==> src/rtl/demux_1to2_stream.sv <==
// Registered 1-to-2 stream demux with per-channel output regs and counters.
// Optional DEMUX_ALT_EN: strict A/B alternation driven by a toggle bit.
module demux_1to2_stream #(
  parameter int WIDTH = 8
) (
  input  logic             clk_in,
  input  logic             rst_n_in,
  input  logic [WIDTH-1:0] data_in,
  input  logic             valid_in,
  input  logic             sel_in,
  output logic             ready_out,
  output logic [WIDTH-1:0] a_out,
  output logic             a_valid_out,
  input  logic             a_ready_in,
  output logic [WIDTH-1:0] b_out,
  output logic             b_valid_out,
  input  logic             b_ready_in,
  output logic [15:0]      a_cnt_out,
  output logic [15:0]      b_cnt_out
);

  logic tgt;
  logic acc;
  logic a_load;
  logic b_load;
  logic a_dlv;
  logic b_dlv;

`ifdef DEMUX_ALT_EN
  logic tog;
  logic unused_sel;
  assign unused_sel = sel_in;
  assign tgt = tog;

  // Toggle flips on every accepted word: strict A, B, A, B order
  always_ff @(posedge clk_in or negedge rst_n_in) begin
    if (!rst_n_in) tog <= 1'b0;
    else if (acc) tog <= ~tog;
  end
`else
  assign tgt = sel_in;
`endif

  // Target slot is free if empty or draining this cycle
  always_comb begin
    ready_out = 1'b0;
    unique case (1'b1)
      !rst_n_in: ready_out = 1'b0;
      tgt:       ready_out = ~b_valid_out | b_ready_in;
      default:   ready_out = ~a_valid_out | a_ready_in;
    endcase
  end

  assign acc    = valid_in & ready_out;
  assign a_load = acc & ~tgt;
  assign b_load = acc & tgt;
  assign a_dlv  = a_valid_out & a_ready_in;
  assign b_dlv  = b_valid_out & b_ready_in;

  // Channel A register: reload wins over drain, count every delivery
  always_ff @(posedge clk_in or negedge rst_n_in) begin
    if (!rst_n_in) begin
      a_out       <= '0;
      a_valid_out <= 1'b0;
      a_cnt_out   <= 16'd0;
    end else begin
      if (a_load) begin
        a_out       <= data_in;
        a_valid_out <= 1'b1;
      end else if (a_dlv) begin
        a_valid_out <= 1'b0;
      end
      if (a_dlv) a_cnt_out <= a_cnt_out + 16'd1;
    end
  end

  // Channel B register: same behaviour as A
  always_ff @(posedge clk_in or negedge rst_n_in) begin
    if (!rst_n_in) begin
      b_out       <= '0;
      b_valid_out <= 1'b0;
      b_cnt_out   <= 16'd0;
    end else begin
      if (b_load) begin
        b_out       <= data_in;
        b_valid_out <= 1'b1;
      end else if (b_dlv) begin
        b_valid_out <= 1'b0;
      end
      if (b_dlv) b_cnt_out <= b_cnt_out + 16'd1;
    end
  end

endmodule

==> config.mk <==
export PLATFORM = sky130hd
export DESIGN_NAME = demux_1to2_stream
export DESIGN_NICKNAME = d
export VERILOG_FILES = /design/src/rtl/demux_1to2_stream.sv
export SDC_FILE = /design/constraint.sdc
export NUM_CORES = 1
export LEC_CHECK = 0
export ABC_AREA = 1
export CAP_MARGIN = 30
export CORE_AREA = 2 2 77 79
export CTS_CLUSTER_SIZE = 8
export DETAILED_ROUTE_END_ITERATION = 8
export DIE_AREA = 0 0 79 81
export PLACE_DENSITY = 0.7
export SYNTH_ARGS = -nofsm -noshare
export SYNTH_HDL_FRONTEND = slang
export SYNTH_SLANG_ARGS = --single-unit
export TNS_END_PERCENT = 1
==> constraint.sdc <==
create_clock -name clk_in -period 1.6 [get_ports clk_in]
set_clock_uncertainty 0.05 [all_clocks]
set_input_delay 0.32 -clock clk_in [delete_from_list [all_inputs] [get_ports clk_in]]
set_output_delay 0.32 -clock clk_in [all_outputs]
set_load 0.02 [all_outputs]
==> impl_metrics.toml <==
[sta]
setup_slack_ps = 31.2
relSlewSlack = 0.578
max_slew.worst_pin.slew_ps = 633
sum_of_negative_setup_slack_ps = 0
slew_viol_final = 0
max_freq_ghz = 0.637
setup-violations-final = 0
report.final.hold_viol_count = 0
rsz0062_at_grt = "false"
layout_worst_path_cycle_share = 0.981
finalWorstPathRequiredPeriod_ps = 1570

[clock_network]
total_clock_buffers_created_by_cts = 5
clock_tree.root_cell = "sky130_fd_sc_hd__clkbuf_8"
clock-sinks = 50
clkLatencyLatePin_ps = 300
postCtsSetupBuffers = 0
clock_tree.htree_level_count = 2
post_cts_hold_buffer_count = 0
clockBufferDepth = 2
clk_pin_slew_ps = 90
cts_tree = "yes"

[finish]
final_common_cell = "sky130_fd_sc_hd__nand2_1"
insertedDiodeCount = 0
layout_common_cells = "76 x sky130_fd_sc_hd__nand2_1, 50 x sky130_fd_sc_hd__dfrtp_1, 50 x sky130_fd_sc_hd__dlygate4sd2_1"
nFillCells = 548
drive_above_1_share = 0.135
area_delta_synth_final_pct = 36.5
final_design_area_no_fill_um2 = 3290
design.final.nets = 370
layout.core_utilization = 0.579

[power_and_ir_drop]
share_seq_of_total_power = 0.474
p_sw_uw = 1110
fin_total_pwr_uw = 3390
irDropWorstVdd_mv = 0.734
power_switching_share = 0.327
internal_power_uw = 2280
combinationalPowerShare = 0.264
power.clock.fraction = 0.262
p_leak_uw = 0.00177
power_density_nw_per_um2 = 1030

[route]
num_vias = 1985
totalWireLength_mm = 5.25
postRouteAntennaNets = 0
drt-vias-per-instance = 4.62
drt_iter0_drc = 51
drc_errors = 0
wl_per_cell_um = 12.2
drt_pre_antenna_iters = 4

[synthesis]
mappedNetlistArea_um2 = 2410
synth_nets = 286
ys_warn_count = 0
postSynthRegisterBits = 50
synth_cells = 270
synth-seq-area-share = 0.519
synth_cell_types = 27
synth.avg_cell_area_um2 = 8.92

[setup_path]
start_kind = "input port"
crit_chain = "clkdlybuf4s50_1, o21ai_2, nand2_4, buf_4"
cp.required_ps = 1230
critPathCaptureType = "output port"
worst-setup-path-type = "in2out"
cp.arrival_ps = 1200
path_max_fanout = 2
worst_path_largest_cell_delay_ps = 450
cp_slowest_cell = "sky130_fd_sc_hd__clkdlybuf4s50_1"

[floorplan]
initial_core_util = 0.424
die_width_um = 79
row_count = 28
pin_count = 65
die_h_um = 81
core_area_um2 = 5680
design.die.area_um2 = 6400

[worst_hold_path]
min_path_type = "in2async"

[global_routing]
top_usage_layer = "met2"
use_met2 = 0.301
grt_max_degree = 51
grt_pass1_wl_mm = 8.70
gr-usage-all-layers = 0.175
grt_antenna_before_repair = 0
grt_pass1_vias = 1878
globalRoute.totalOverflow = 0
groute.layer.met3.usage = 0.0389
grt_use_met1 = 0.218

[run]
maxCapViolations = 0

[status]
outcome = "finished, final reports clean"

[placed_design]
dp_slack_ps = -429
place_area_um2 = 3230
gp_congestion = 0.819
dp_hpwl_mm = 3.95
io_buffer_count = 64
critical path: cells and delay by family:
family	cells	cell delay (ps)
buf+inv	2	610
simple gates	1	60
compound gates	1	210
through the flow:
| step | cells | hold slack (ps) |
|---|---|---|
| 3_3_place_gp | 422 | 405 |
| 6_report | 430 | 93.3 |
| 2_1_floorplan | 270 | -25.6 |
| 5_1_grt | 430 | 130 |
| 3_5_place_dp | 422 | 412 |
| 4_1_cts | 430 | 115 |
flip-flops by register name, summed over array words and instances, names as in the netlist:
name and count:
a_cnt_out 16, b_cnt_out 16, a_out 8, b_out 8, a_valid_out 1, b_valid_out 1
worst paths after layout:
| kind | to | cells after the start | startpoint | slack [ps] |
|---|---|---|---|---|
| worst max register to register | b_cnt_out[12] | 8 | b_cnt_out[0] | 260 |
| max in group asynchronous | b_cnt_out[14] | 2 | rst_n_in | 990 |
| worst min register to register | b_out[5] | 2 | b_out[5] | 430 |
| worst max-delay path | ready_out | 4 | b_ready_in | 30 |
| worst min-delay path | b_cnt_out[1] | 2 | rst_n_in | 90 |
| min in group clk_in | a_valid_out | 3 | a_ready_in | 380 |
cells by family after synthesis:
logic type,count (synthesis),synth area share
buf+inv,40,0.0675
fa+ha+maj,2,0.0104
xor+xnor,19,0.0691
compound gates,16,0.0364
simple gates,142,0.292
flops,50,0.519
mux,1,0.00467
power groups by stage:
stage	sequential [uW]	clock, uW	combinational, uW
after floorplan	1860	0	271
after global placement	1640	0	1020
after detailed placement	1640	0	1040
after CTS	1610	913	911
after global routing	1640	968	972
final	1610	887	896
synthesized netlist by cell type:
| master | instances | area share |
|---|---|---|
| sky130_fd_sc_hd__nor2_4 | 4 | 0.019 |
| sky130_fd_sc_hd__nand4_1 | 16 | 0.042 |
| sky130_fd_sc_hd__nand3_1 | 9 | 0.019 |
| sky130_fd_sc_hd__nor2_2 | 2 | 0.0052 |
| sky130_fd_sc_hd__clkinv_1 | 1 | 0.0016 |
| sky130_fd_sc_hd__nor3_1 | 1 | 0.0021 |
| sky130_fd_sc_hd__nor2_1 | 20 | 0.031 |
| sky130_fd_sc_hd__nor3_4 | 1 | 0.0068 |
| sky130_fd_sc_hd__xnor2_1 | 9 | 0.033 |
| sky130_fd_sc_hd__o21ai_2 | 2 | 0.0073 |
| sky130_fd_sc_hd__inv_1 | 34 | 0.053 |
| sky130_fd_sc_hd__o21ai_1 | 14 | 0.029 |
| sky130_fd_sc_hd__nand3_2 | 1 | 0.0042 |
| sky130_fd_sc_hd__nand3b_1 | 3 | 0.0093 |
| sky130_fd_sc_hd__buf_2 | 1 | 0.0021 |
| sky130_fd_sc_hd__mux2_2 | 1 | 0.0047 |
| sky130_fd_sc_hd__buf_6 | 1 | 0.0047 |
| sky130_fd_sc_hd__dfrtp_1 | 50 | 0.52 |
| sky130_fd_sc_hd__xor2_1 | 10 | 0.036 |
| sky130_fd_sc_hd__nor3_2 | 1 | 0.0042 |
| sky130_fd_sc_hd__ha_1 | 2 | 0.010 |
| sky130_fd_sc_hd__inv_2 | 2 | 0.0031 |
| sky130_fd_sc_hd__nand2_2 | 5 | 0.013 |
| sky130_fd_sc_hd__nand3_4 | 2 | 0.015 |
| sky130_fd_sc_hd__nand2_1 | 76 | 0.12 |
| sky130_fd_sc_hd__nand2_4 | 1 | 0.0047 |
| sky130_fd_sc_hd__buf_4 | 1 | 0.0031 |
routing by layer:
metal / routed length, um / share of wire
met5: 0 / 0
met4: 80 / 0.015
met3: 183 / 0.035
met2: 2570 / 0.49
met1: 2420 / 0.46
cell type report:
class	instances	area, um2	area share
Clock buffer	6	72.6	0.0221
Clock inverter	2	37.5	0.0114
Inverter	37	139	0.0422
Multi-Input combinational cell	180	998	0.304
Sequential cell	50	1250	0.381
Tap cell	75	93.8	0.0285
Timing Repair Buffer	80	696	0.212
what timing repair did:
item,CTS,global route
resized for setup,53,5
pin swaps,1,2
hold endpoints to repair,0,0
setup endpoints to repair,51,1
Power figures use the tool's default switching activity.
